[src/rtl/viterbi_pkg.sv]
// Shared trellis definitions for the rate-1/2 Viterbi decoder (BMU, ACS, traceback).
// Helpers take the constraint length as an argument so every block can use its own K.
package viterbi_pkg;

    localparam int         K_DEF  = 3;
    localparam logic [2:0] G0_DEF = 3'b111;
    localparam logic [2:0] G1_DEF = 3'b101;
    localparam int         NS_DEF = 1 << (K_DEF - 1);
    localparam int         K_MAX  = 7;

    // Encoder window is {b, state}; the new input bit sits at position k-1.
    function automatic logic [1:0] expected_bits(input int k, input logic [7:0] g0,
                                                 input logic [7:0] g1, input logic [6:0] state,
                                                 input logic b);
        logic [7:0] w;
        w = {1'b0, state} | ({7'd0, b} << (k - 1));
        return {^(w & g0), ^(w & g1)};
    endfunction

    function automatic logic [6:0] next_state(input int k, input logic [6:0] state, input logic b);
        return (state >> 1) | ({6'd0, b} << (k - 2));
    endfunction

    // During warm-up only states whose not-yet-filled low bits are zero can be reached.
    function automatic logic state_legal(input int k, input logic [15:0] idx, input logic [6:0] s);
        int         sh;
        logic [6:0] m;
        if (idx >= 16'(k - 1)) return 1'b1;
        sh = k - 1 - int'(idx);
        m  = 7'((1 << sh) - 1);
        return (s & m) == 7'd0;
    endfunction

endpackage

[src/rtl/viterbi_sym_dist.sv]
// Four codeword metrics M[c0c1] for one received symbol pair, with per-bit erasure.
module viterbi_sym_dist
    import viterbi_pkg::*;
#(
    parameter int SOFT_W = 1,
    parameter int BM_W   = SOFT_W + 1
) (
    input  logic [SOFT_W-1:0] r0,
    input  logic [SOFT_W-1:0] r1,
    input  logic [1:0]        erase,
    output logic [BM_W-1:0]   m00,
    output logic [BM_W-1:0]   m01,
    output logic [BM_W-1:0]   m10,
    output logic [BM_W-1:0]   m11
);

    localparam logic [SOFT_W-1:0] MAXV = '1;

    logic [SOFT_W-1:0] d0_e0, d0_e1, d1_e0, d1_e1;

    // An erased bit carries no information, so both hypotheses cost nothing.
    assign d0_e0 = erase[1] ? '0 : r0;
    assign d0_e1 = erase[1] ? '0 : MAXV - r0;
    assign d1_e0 = erase[0] ? '0 : r1;
    assign d1_e1 = erase[0] ? '0 : MAXV - r1;

    assign m00 = BM_W'(d0_e0) + BM_W'(d1_e0);
    assign m01 = BM_W'(d0_e0) + BM_W'(d1_e1);
    assign m10 = BM_W'(d0_e1) + BM_W'(d1_e0);
    assign m11 = BM_W'(d0_e1) + BM_W'(d1_e1);

endmodule

[src/rtl/viterbi_bmu_param.sv]
// Branch-metric unit: maps symbol metrics onto every (state, input) branch, adds
// warm-up/tail reachability masks and frame markers behind one handshake register.
module viterbi_bmu_param
    import viterbi_pkg::*;
#(
    parameter int             K         = K_DEF,
    parameter logic [K-1:0]   G0        = G0_DEF,
    parameter logic [K-1:0]   G1        = G1_DEF,
    parameter int             SOFT_W    = 1,
    parameter int             FRAME_LEN = 0,
    parameter int             BM_W      = SOFT_W + 1,
    localparam int            NS        = 1 << (K - 1)
) (
    input  logic                   clk,
    input  logic                   rst,
    input  logic                   refresh,
    input  logic                   in_valid,
    output logic                   in_ready,
    input  logic [SOFT_W-1:0]      in_r0,
    input  logic [SOFT_W-1:0]      in_r1,
    input  logic [1:0]             in_erase,
    output logic                   out_valid,
    input  logic                   out_ready,
    output logic [2*NS*BM_W-1:0]   out_bm,
    output logic [2*NS-1:0]        out_mask,
    output logic                   out_first,
    output logic                   out_last
);

    localparam logic [15:0] LAST_IDX   = 16'(FRAME_LEN - 1);
    localparam logic [15:0] TAIL_START = 16'(FRAME_LEN - (K - 1));
    localparam logic [15:0] WARM_END   = 16'(K - 1);

    logic [15:0]          idx;
    logic [BM_W-1:0]      metric [4];
    logic [2*NS*BM_W-1:0] bm_next;
    logic [2*NS-1:0]      mask_next;
    logic                 in_tail;
    logic                 accept;

    viterbi_sym_dist #(.SOFT_W(SOFT_W), .BM_W(BM_W)) u_dist (
        .r0    (in_r0),
        .r1    (in_r1),
        .erase (in_erase),
        .m00   (metric[0]),
        .m01   (metric[1]),
        .m10   (metric[2]),
        .m11   (metric[3])
    );

    assign in_ready = !refresh && (!out_valid || out_ready);
    assign accept   = in_valid && in_ready;
    assign in_tail  = (FRAME_LEN > 0) && (idx >= TAIL_START);

    always_comb begin
        // NOTE: every output of this block gets a default first so no latch is inferred.
        bm_next   = '0;
        mask_next = '0;
        for (int s = 0; s < NS; s++) begin
            for (int b = 0; b < 2; b++) begin
                bm_next[(2*s+b)*BM_W +: BM_W] = metric[expected_bits(K, 8'(G0), 8'(G1), 7'(s), 1'(b))];
                mask_next[2*s+b] = state_legal(K, idx, 7'(s)) && !(in_tail && b == 1);
            end
        end
    end

    always_ff @(posedge clk or posedge rst) begin
        // NOTE: sequential state uses non-blocking assignments only.
        if (rst) begin
            idx       <= '0;
            out_valid <= 1'b0;
            out_bm    <= '0;
            out_mask  <= '0;
            out_first <= 1'b0;
            out_last  <= 1'b0;
        end else if (refresh) begin
            idx       <= '0;
            out_valid <= 1'b0;
        end else if (accept) begin
            out_valid <= 1'b1;
            out_bm    <= bm_next;
            out_mask  <= mask_next;
            out_first <= (idx == 16'd0);
            out_last  <= (FRAME_LEN > 0) && (idx == LAST_IDX);
            if (FRAME_LEN > 0)
                idx <= (idx == LAST_IDX) ? 16'd0 : idx + 16'd1;
            else if (idx < WARM_END)
                idx <= idx + 16'd1;
        end else if (out_ready) begin
            out_valid <= 1'b0;
        end
    end

endmodule

[config.mk]
export PLATFORM = sky130hd
export DESIGN_NAME = viterbi_bmu_param
export DESIGN_NICKNAME = d
export VERILOG_FILES = /design/src/rtl/viterbi_pkg.sv /design/src/rtl/viterbi_sym_dist.sv /design/src/rtl/viterbi_bmu_param.sv
export SDC_FILE = /design/constraint.sdc
export NUM_CORES = 1
export LEC_CHECK = 0
export CAP_MARGIN = 20
export CORE_ASPECT_RATIO = 1.4
export CORE_MARGIN = 2
export CORE_UTILIZATION = 54
export CTS_BUF_LIST = sky130_fd_sc_hd__clkbuf_4
export DETAILED_ROUTE_END_ITERATION = 8
export PLACE_DENSITY = 0.86
export SLEW_MARGIN = 10
export SYNTH_ARGS = -nofsm -noshare
export SYNTH_HDL_FRONTEND = slang
export SYNTH_HIERARCHICAL = 1
export SYNTH_SLANG_ARGS = --single-unit
[constraint.sdc]
create_clock -name clk -period 4.9 [get_ports clk]
set_input_delay 1.225 -clock clk [delete_from_list [all_inputs] [get_ports clk]]
set_output_delay 1.225 -clock clk [all_outputs]
set_load 0.02 [all_outputs]
==> results.toml, run 1 <==
[cts]
cts_buffers = 5
cts-root-buf = "clkbuf_4"
post_cts_resize_count = 0
clock_sinks = 30
ctsHoldBuffers = 0
post_cts_buffers = 0
cts_tree = "built"
insertion_delay_ns = 0.33
htree_levels = 2
clockBufferDepth = 2
path_clk_slew_ns = 0.09

[synth]
yosysSeqAreaShare = 0.522
ys_ff_latch = 30
synthFlopType = "dfrtp_1"
yosys-top-cells-area = "dfrtp_1 52%, buf_4 6.8%, mux2_2 6.3%"
synth_edf_count = 0
ys_types = 31
yosys_warnings = 6
avgSynthCellArea_um2 = 12.2
netlist.area_leader.share = 0.522
yosysTopAreaCell = "dfrtp_1"
synthArstFlopShare = 1.00
synth_cells = 118
syn_nets = 133
synth_area_um2 = 1440

[floorplan]
die_area_um2 = 3100
die_w_um = 47.6
rows = 22
initial_utilization = 0.556
ioPinCount = 37
core_area_um2 = 2590
die_y_um = 65.1

[sta]
period_minus_slack_ns = 3.77
setup_ws_ns = 1.13
fin_setup_tns_ns = 0
rsz0062_at_grt = "no"
finalClockSkew_ns = 0.0140
period_share = 0.770
holdWs_ns = 0.499
fmax_ghz = 0.265
drv_slew = 0
setup_viol = 0
hold_viol_final = 0

[layout]
areaGrowthSynthToFinish_pct = 26.5
nets = 162
drive_gt1_frac = 0.203
antenna_cells = 0
final_core_util = 0.703

[power]
power.total_uw = 634
ir_drop_uv = 197
p_leak_nw = 0.838
p_per_area_nw_per_um2 = 349

[critical_path]
crit_fanout = 18
cp-end-kind = "output port"
critPathRequiredTime_ns = 3.67
path_class = "in -> out"
start_kind = "primary input"
critPathArrivalTime_ns = 2.55

[route]
via_count = 895
wl_mm = 2.40
drtAntennaViolNets = 0
drtIter0Drc = 9
routed_via_density = 4.86
drc = 0
first_pass_iters = 2
avgRoutedWirePerCell_um = 13.0

[flow_run]
cap_violations = 0

[global_routing]
grt_max_degree = 31
grt_usage = 0.181
antenna_found_initial = 0
grt_overflow_total = 0
grt_pass1_wl_mm = 3.88
grt_pass1_vias = 877

[placed_design]
port_buffers = 35
dp_slack_ns = 1.12
gp_congestion = 0.685
dp_hpwl_mm = 1.73

[outcome]
status = "completed"

[hold_path]
hold_path.class = "reg -> reg"
==> kinds of logic (layout without fill, tap and decap cells) <==
kind of cell | Yosys count | count (layout) | share of synthesized area
other | 1 | 1 | 0.00261
xor gates and xnor gates | 2 | 2 | 0.0122
AOI/OAI and AO/OA | 5 | 5 | 0.0209
muxes | 10 | 10 | 0.0801
and+or+nand+nor | 41 | 41 | 0.214
adders and majority gates | 6 | 6 | 0.0522
DFF | 30 | 30 | 0.522
buffers and inverters | 23 | 53 | 0.0957
==> cells in the final DEF (no fill, tap or decap), drive strengths merged, types with 2 or more instances in the layout <==
cell type	count
clkdlybuf4s50	35
dfrtp	30
nor2b	15
nor2	11
mux2	9
inv	6
ha	6
clkbuf	6
a21oi	3
nor4	3
clkinv	3
buf	3
nand2	2
xnor2	2
nand2b	2
==> path summary, 6_finish.rpt <==
kind                                         start                 endpoint  slack (ns)  cells after the start
max                                        refresh                 in_ready        1.13                      4
min                        out_mask[1]$_DFFE_PP0P_  out_mask[1]$_DFFE_PP0P_        0.50                      1
max reg2reg                     idx[4]$_DFFE_PP0P_  out_mask[5]$_DFFE_PP0P_        3.00                      5
min reg2reg                out_mask[1]$_DFFE_PP0P_  out_mask[1]$_DFFE_PP0P_        0.50                      1
max in group asynchronous                      rst       idx[2]$_DFFE_PP0P_        3.35                      3
min in group asynchronous                      rst   out_bm[13]$_DFFE_PP0P_        1.15                      2
==> flip-flops by register name, indices dropped and copies added (netlist names) <==
register   flops
out_valid      1
out_mask       4
out_bm         8
idx           16
out_first      1
==> worst max-delay path, cell delays in order <==
cell             delay (ns)
clkdlybuf4s50_1        0.40
buf_4                  0.20
nor2_1                 0.11
clkdlybuf4s50_1        0.61
==> through the flow <==
stage	std cells	cell area, um2
floorplan	118	1440
global placement	175	1740
detailed placement	175	1740
CTS	183	1790
global route	184	1820
finish	184	1820
==> cell usage after synthesis (2+ instances only) <==
| cell type | instances |
|---|---|
| nor4_2 | 2 |
| nand2_1 | 2 |
| ha_1 | 6 |
| inv_1 | 7 |
| dfrtp_1 | 30 |
| buf_2 | 2 |
| mux2_2 | 8 |
| a21oi_1 | 3 |
| nor2_1 | 10 |
| xnor2_1 | 2 |
| nor2b_1 | 14 |
| buf_4 | 13 |
==> power by group <==
| part | switching, mW | internal, mW | total (mW) |
|---|---|---|---|
| logic | 0.102 | 0.102 | 0.204 |
| registers | 0.0177 | 0.270 | 0.288 |
| clock network | 0.0825 | 0.0593 | 0.142 |
| total | 0.202 | 0.432 | 0.634 |
==> per-layer routing <==
metal  up-vias  share of wire  GRT usage
met5         -              0          0
met4         0          0.018     0.0743
met3         6          0.056     0.0585
met2        27           0.53      0.314
met1       433           0.39      0.189
li1        429              -          -
==> final cells by class <==
class | instances | area, um2
multi-input combinational | 65 | 549
timing repair buffer | 38 | 393
clock buffer | 6 | 45.0
clock inverter | 2 | 8.76
fill | 200 | 769
tap | 36 | 45.0
inverter | 7 | 26.3
sequential | 30 | 751
No activity file was read; power rests on OpenSTA's default activity.
==> inputs of run 2 (changes only) <==
- CORE_UTILIZATION: 54 -> 50
- PLACE_DENSITY: 0.86 -> 0.81
- clock period: 4.9 -> 3.8 ns (I/O delays scaled with it)
==> run 2 against run 1 <==
  * Core utilization is 5.1 points lower
  * Combinational power is 29% higher
  * Non-clock buffer count stayed put
  * Total power is 28% higher
  * Design area stayed put
  * Cell count stayed put
  * Critical path type unchanged
  * Critical endpoint unchanged
==> results.toml, run 2 (synthesized netlist as in run 1, its figures left out) <==
[cts]
clock_sinks = 30
path_clk_slew_ns = 0.08
insertion_delay_ns = 0.32
htree_levels = 2
cts-root-buf = "clkbuf_4"
ctsHoldBuffers = 0
cts_buffers = 5
cts_tree = "built"
clockBufferDepth = 2
post_cts_buffers = 0
post_cts_resize_count = 0

[power]
p_leak_nw = 0.837
ir_drop_uv = 250
p_per_area_nw_per_um2 = 448

[critical_path]
path_class = "in -> out"
cp_common_cell = "clkdlybuf4s50_1"
slowest_delay_ns = 0.55
worstReg2RegStart = "idx[4]$_DFFE_PP0P_"
critPathArrivalTime_ns = 2.25
slowest_stage = "clkdlybuf4s50_1"
cp-end-kind = "output port"
crit_chain = "clkdlybuf4s50_1, nor2b_1, nor2_1, clkdlybuf4s50_1"
start_kind = "primary input"
critPathRequiredTime_ns = 2.85
critPathLaunch = "out_ready"
crit_fanout = 3

[route]
wl_met1_um = 837
first_pass_iters = 2
wl_mm = 2.39
drc = 0
drtAntennaViolNets = 0
routed_via_density = 4.94
avgRoutedWirePerCell_um = 13.0
top_layer = "met4"
via_count = 909
wl_met3_um = 118
drtIter0Drc = 17
met2_length_mm = 1.38

[layout]
top_register = "idx"
seqCellArea_um2 = 751
nets = 162
multi_input_area_um2 = 549
drive_gt1_frac = 0.204
areaGrowthSynthToFinish_pct = 26.5
antenna_cells = 0
most-common-layout-cells = "35 x clkdlybuf4s50_1, 30 x dfrtp_1, 14 x nor2b_1, 10 x nor2_1, 8 x mux2_2"
top_regs = "idx: 16 flops, out_bm: 8 flops, out_mask: 4 flops"
final_core_util = 0.651
largest_register_ffs = 16
mostFrequentLayoutCell = "clkdlybuf4s50_1"
fillers = 219

[global_routing]
grt_max_degree = 31
grt_pass1_vias = 937
grt_pass1_wl_mm = 4.13
grt_usage = 0.171
antenna_found_initial = 0
grt_overflow_total = 0

[outcome]
status = "completed"

[floorplan]
rows = 23
die_w_um = 49.3
die_y_um = 67.4
die_area_um2 = 3330
initial_utilization = 0.515
core_area_um2 = 2790
ioPinCount = 37

[hold_path]
hold_path.class = "reg -> reg"
hp-start = "out_mask[1]$_DFFE_PP0P_"

[placed_design]
dp_hpwl_mm = 1.91
port_buffers = 35
gp_congestion = 0.693
dp_slack_ns = 0.596

[sta]
drv_slew = 0
period_minus_slack_ns = 3.20
setup_viol = 0
setup_ws_ns = 0.596
hold_viol_final = 0
fin_setup_tns_ns = 0
fmax_ghz = 0.312
finalClockSkew_ns = 0.00692
rsz0062_at_grt = "no"
period_share = 0.843

[flow_run]
cap_violations = 0
run 2: cell types whose count changed in the layout (fill, tap and decap cells not counted), sizes merged:
cell,delta
clkinv,-2
clkbuf,+1
run 2: path summary, 6_finish.rpt:
kind	endpoint	slack, ns	cells past startpoint
worst max-delay path	in_ready	0.60	4
worst min-delay path	out_mask[1]$_DFFE_PP0P_	0.50	1
worst max register to register	out_mask[5]$_DFFE_PP0P_	1.92	5
worst min register to register	out_mask[1]$_DFFE_PP0P_	0.50	1
max in group asynchronous	out_mask[3]$_DFFE_PP0P_	2.57	3
min in group asynchronous	idx[14]$_DFFE_PP0P_	0.84	2
run 2: critical path: cells and delay by family:
kind                   cells  cell delay [ns]
and+or+nand+nor            2             0.36
buffers and inverters      2             0.95
run 2: power breakdown:
part,total [mW],internal (mW),switching [mW],leakage (nW)
Combinational,0.263,0.132,0.131,0.411
Clock,0.179,0.0839,0.0949,0.0322
Sequential,0.372,0.349,0.0229,0.394
run 2: per-stage QoR:
stage	hold slack, ns	power, mW	area, um2	std cells
floorplan	0.465	0.545	1440	118
global placement	0.477	0.630	1740	176
detailed placement	0.488	0.642	1740	176
CTS	0.507	0.821	1790	183
global route	0.521	0.863	1820	184
finish	0.503	0.814	1820	184
run 2: cell type report:
type                    count  area share
inverters                   7      0.0145
multi-input cells          65       0.302
repair buffers             38       0.216
flip-flops and latches     30       0.413
clock buffers               7      0.0289
well taps                  37      0.0255
run 2: routing by layer:
metal  vias up  track usage
met4         0        0.107
met3         5       0.0376
met5         -            0
met2        29        0.326
li1        433            -
met1       442        0.165
==> RTL change 1, RTL diff (flow settings as in run 2) <==
The package constant `K_DEF` goes from 3 to 5.
--- a/src/rtl/viterbi_pkg.sv
+++ b/src/rtl/viterbi_pkg.sv
@@ -2,7 +2,7 @@
 // Helpers take the constraint length as an argument so every block can use its own K.
 package viterbi_pkg;
 
-    localparam int         K_DEF  = 3;
+    localparam int         K_DEF  = 5;
     localparam logic [2:0] G0_DEF = 3'b111;
     localparam logic [2:0] G1_DEF = 3'b101;
     localparam int         NS_DEF = 1 << (K_DEF - 1);
Ports: changed (resized out_bm and out_mask); port bits go from 37 to 109. The function was not compared with the original's and may differ.
==> RTL change 1 against run 2 <==
Synthesized area is 74% higher; largest power group is now combinational cells; sequential cell count up 12; core utilization about the same; total power grew 66%; final area is 74% higher; routed wire length increased by 88%; critical path type unchanged; worst setup slack got worse by 0.030 ns; hold slack about the same; via count is 81% higher; highest routed layer unchanged.
==> RTL change 1: results (changes against run 2) <==
** Drt
- Length of the first detailed-routing pass in iterations :: 4 (+2)
- Avg Vias per Cell :: 4.75 (-3.8%)
- The wire length per cell is 12.9 um (-0.35%).
- Violation count after the first detailed-route iteration :: 45 (+28)

** Power and ir drop
- Clock network power :: 0.000211 W (+18%)
- P_sw :: 0.000493 W (+98%)
- Largest vdd supply drop :: 0.229 mV (-8.5%)
- The leakage power is 1.36 nW (+62%).
- Flop pwr share :: 39.7% (-6.0 points)

** Status
- The run finished with clean final reports.

** Critical path
- In this run the critical register-to-register path is captured at out_mask[9].
- The length in cells of the worst reg-to-reg path came to 11 (+6).
- Reg2Reg Setup Slack :: 0.90 ns (-1.02 ns)
- The delay of the slowest critical-path stage was 0.55 ns (about the same).
- For this design, the slowest cell found on the critical path is sky130_fd_sc_hd__clkdlybuf4s50_1.
- The maximum fanout count along the critical path came to 4 (+1).
- Data arrival time at the worst-slack endpoint :: 2.28 ns (+0.03 ns)
- The worst register-to-register path begins at idx[0].

** Logic synthesis
- The number of nets in the synthesized netlist is 259 (+95%).
- The post-synthesis sequential area ratio is 42.0% (-10 points).
- Counting instances in the post-synthesis netlist gives the leading cell types as sky130_fd_sc_hd__buf_4 (73), sky130_fd_sc_hd__dfrtp_1 (42), sky130_fd_sc_hd__nor2_1 (22).
- Yosys attributes the largest share of cell area to sky130_fd_sc_hd__dfrtp_1 (42%), sky130_fd_sc_hd__buf_4 (22%), sky130_fd_sc_hd__nor2b_1 (4.0%), sky130_fd_sc_hd__mux2_2 (3.6%), sky130_fd_sc_hd__nor2_1 (3.3%).
- Library cells used by synthesis :: 46 (+48%)

** Finish
- Top flop regs :: idx x16, out_mask x16, out_bm x8
- Number of nets at the end of the flow :: 297 (+83%)
- Fraction of layout instances using a drive strength above 1 :: 11.3% (-9.1 points)

** Place
- Number of input and output port buffers inserted :: 107 (+210%)
- The HPWL after detailed placement is 3490 um (+83%).
- The final weighted congestion in routability-driven placement came to 0.794 (+15%).

** Global route
- The largest net degree at the start of global routing was 43 (+39%).
- Via count of the first global-routing pass :: 1550 (+65%)
- The wire length of the first global-routing pass is 7610 um (+84%).
- Aggregate global-route resource usage :: 17.5% (+0.43 points)

** Clock tree
- The worst-skew pair later-pin latency is 0.35 ns (+0.03 ns).
- Number of buffers added by the clock tree synthesis step :: 5 (unchanged)
- Clock transition at path regs :: 0.12 ns (+0.04 ns)

** Flow run
- # Max-Cap Violations :: 0 (unchanged)

** Timing
- Final Skew :: 0.0137 ns (+0.00678 ns)
## RTL change 1: final cells by class
class	count	area [um^2]
clock buffer	6	45.0
clock inverter	2	8.76
fill	384	1690
inverter	7	26.3
multi-input combinational	116	850
sequential	42	1050
tap	64	80.1
timing repair buffer	110	1090
## RTL change 1: metrics by stage
stage / power [W] / worst slack, ns / instances / cell area [um^2]
after floorplan: 0.000981 / 1.19 / 244 / 2500
after global routing: 0.00143 / 0.492 / 347 / 3150
after global placement: 0.00115 / 0.611 / 339 / 3100
after CTS: 0.00137 / 0.544 / 347 / 3150
after detailed placement: 0.00116 / 0.556 / 339 / 3100
final: 0.00135 / 0.566 / 347 / 3150
## RTL change 1: routing by layer
| layer | wire length, um | global-route usage, % | vias to the layer above | part of all wire [%] |
|---|---|---|---|---|
| met1 | 1780 | 20.1 | 779 | 40 |
| met3 | 223 | 4.37 | 8 | 5.0 |
| met5 | 0 | 0 | - | 0 |
| li1 | - | - | 803 | - |
| met4 | 66 | 6.52 | 0 | 1.5 |
| met2 | 2420 | 31.3 | 59 | 54 |
## RTL change 1: worst min-delay path by stage
stage	start	to	slack, ns	cells after the start
after CTS	out_mask[1]	out_mask[1]	0.51	1
after floorplan	idx[13]	idx[13]	0.47	1
after global placement	out_mask[1]	out_mask[1]	0.48	1
after global routing	out_mask[1]	out_mask[1]	0.54	1
after detailed placement	out_mask[1]	out_mask[1]	0.48	1
final	out_mask[1]	out_mask[1]	0.50	1
## RTL change 1: cell families after synthesis
group                      after synthesis  synth area share, %
buffers and inverters                   86                 24.3
AOI/OAI and AO/OA                       23                 6.15
and+or+nand+nor                         72                 18.7
DFF                                     42                 42.0
other                                    1                0.150
adders and majority gates                6                 3.00
xor gates and xnor gates                 5                 1.75
muxes                                    9                 4.00
==> RTL change 2, RTL diff (config.mk and constraints of run 2) <==
Made on the original files. Make the reset (`rst`) synchronous in one clocked block.
--- a/src/rtl/viterbi_bmu_param.sv
+++ b/src/rtl/viterbi_bmu_param.sv
@@ -64,7 +64,7 @@
         end
     end
 
-    always_ff @(posedge clk or posedge rst) begin
+    always_ff @(posedge clk) begin
         // NOTE: sequential state uses non-blocking assignments only.
         if (rst) begin
             idx       <= '0;
Check against the original RTL: differs if rst is asserted again (counterexample within 4 cycles, from zero or initial values and one cycle with rst high); with rst held inactive, the same outputs for 4 cycles.
==> RTL change 2 against run 2 <==
Non-clock buffer count decreased by 2; die area decreased by 6.2%; sequential cell count unchanged; global-route usage increased by 0.54 points; routed wire length decreased by 8.1%; fmax increased by 1.4%; worst setup slack improved by 0.044 ns; synthesized area decreased by 6.7%; final area decreased by 8.1%; highest routed layer unchanged.
Power is not compared: it rests on default switching activity, and its combinational part moved more than twofold at a synthesized area within 25%.
==> RTL change 2: results (changes against run 2) <==
** Min path
- Endpoint of the worst hold-timing path :: idx[13]

** Global route
- The global routing usage on met3 was 4.95% (+1.2 points).
- Via count of the first global-routing pass :: 961 (+2.6%)
- Aggregate global-route resource usage :: 17.6% (+0.54 points)
- The largest net degree at the start of global routing is 18 (-42%).

** Drt
- Routed length on met3 :: 105 um (-11%)
- The number of search-and-repair iterations in the first detailed-routing pass was 4 (+2).
- Wire length on met2 :: 1100 um (-21%)
- The wire length per cell is 11.1 um (-15%).
- The met1 wire length is 927 um (+11%).
- The mean number of vias per cell is 4.91 (-0.63%).

** Critical path
- Longest individual stage delay on the worst path :: 0.61 ns (+0.06 ns)
- Reg2Reg Setup Slack :: 1.70 ns (-0.22 ns)
- Reg2reg end :: out_mask[5]
- The maximum fanout count along the critical path was 5 (+2).
- The worst endpoint data arrival time came to 2.21 ns (-0.04 ns).
- The length in cells of the worst reg-to-reg path came to 7 (+2).
- Critical path startpoint :: refresh

** Finish
- The share of post-route cells with drive strength above 1 came to 9.88% (-11 points).

** Logic synthesis
- In the post-synthesis netlist, the biggest area contributors are sky130_fd_sc_hd__dfxtp_1 (45%), sky130_fd_sc_hd__buf_4 (7.8%), sky130_fd_sc_hd__mux2i_1 (6.7%), sky130_fd_sc_hd__and2_1 (6.5%), sky130_fd_sc_hd__ha_1 (5.6%).
- Post-synthesis sequential area ratio :: 44.8% (-7.4 points)
- Synth Net Count :: 151 (+14%)
- Share of synthesized flip-flops with an asynchronous set or reset :: 0% (-100 points)

** Place
- The standard cell area after detailed placement is 1620 um^2 (-7.0%).
- Final Wtd Congestion :: 0.765 (+10%)
- The worst-case setup slack after placement came to 0.639 ns (+0.0429 ns).

** Status
- Result of the run :: complete, no violations

** Timing
- The final setup skew is 0.00816 ns (+0.00124 ns).
-- RTL change 2: changes by cell type after synthesis, moves of 4 or more --
cell | before | now
sky130_fd_sc_hd__nor2b_1 | 14 | 0
sky130_fd_sc_hd__mux2_2 | 8 | 0
sky130_fd_sc_hd__dfrtp_1 | 30 | 0
sky130_fd_sc_hd__inv_1 | 7 | 3
sky130_fd_sc_hd__and2_1 | 0 | 14
sky130_fd_sc_hd__mux2i_1 | 1 | 9
sky130_fd_sc_hd__nor2_1 | 10 | 17
sky130_fd_sc_hd__dfxtp_1 | 0 | 30
-- RTL change 2: worst max-delay path: cells and delay by family --
| kind | cells | cell delay [ns] |
|---|---|---|
| buf+inv | 2 | 1.12 |
| simple gates | 1 | 0.14 |
-- RTL change 2: cells by family after synthesis --
group | Yosys count | share of synthesized area (%)
compound gates | 11 | 5.13
xor+xnor | 3 | 1.96
fa+ha+maj | 6 | 5.60
buf+inv | 21 | 10.4
flops | 30 | 44.8
mux | 9 | 6.72
other cells | 1 | 0.280
simple gates | 55 | 25.2
-- RTL change 2: area by class of cell --
type | count | area, um^2
well taps | 36 | 45.0
multi-input cells | 85 | 602
repair buffers | 36 | 358
fillers | 236 | 917
clock inverters | 2 | 8.76
inverters | 3 | 11.3
flip-flops and latches | 30 | 601
clock buffers | 6 | 45.0
-- RTL change 2: per-stage QoR --
stage | hold WS [ns] | cells | total power (W)
2_1_floorplan | 0.430 | 136 | 0.000389
3_3_place_gp | 0.444 | 190 | 0.000418
3_5_place_dp | 0.445 | 190 | 0.000421
4_1_cts | 0.471 | 198 | 0.000599
5_1_grt | 0.481 | 198 | 0.000625
6_report | 0.467 | 198 | 0.000590
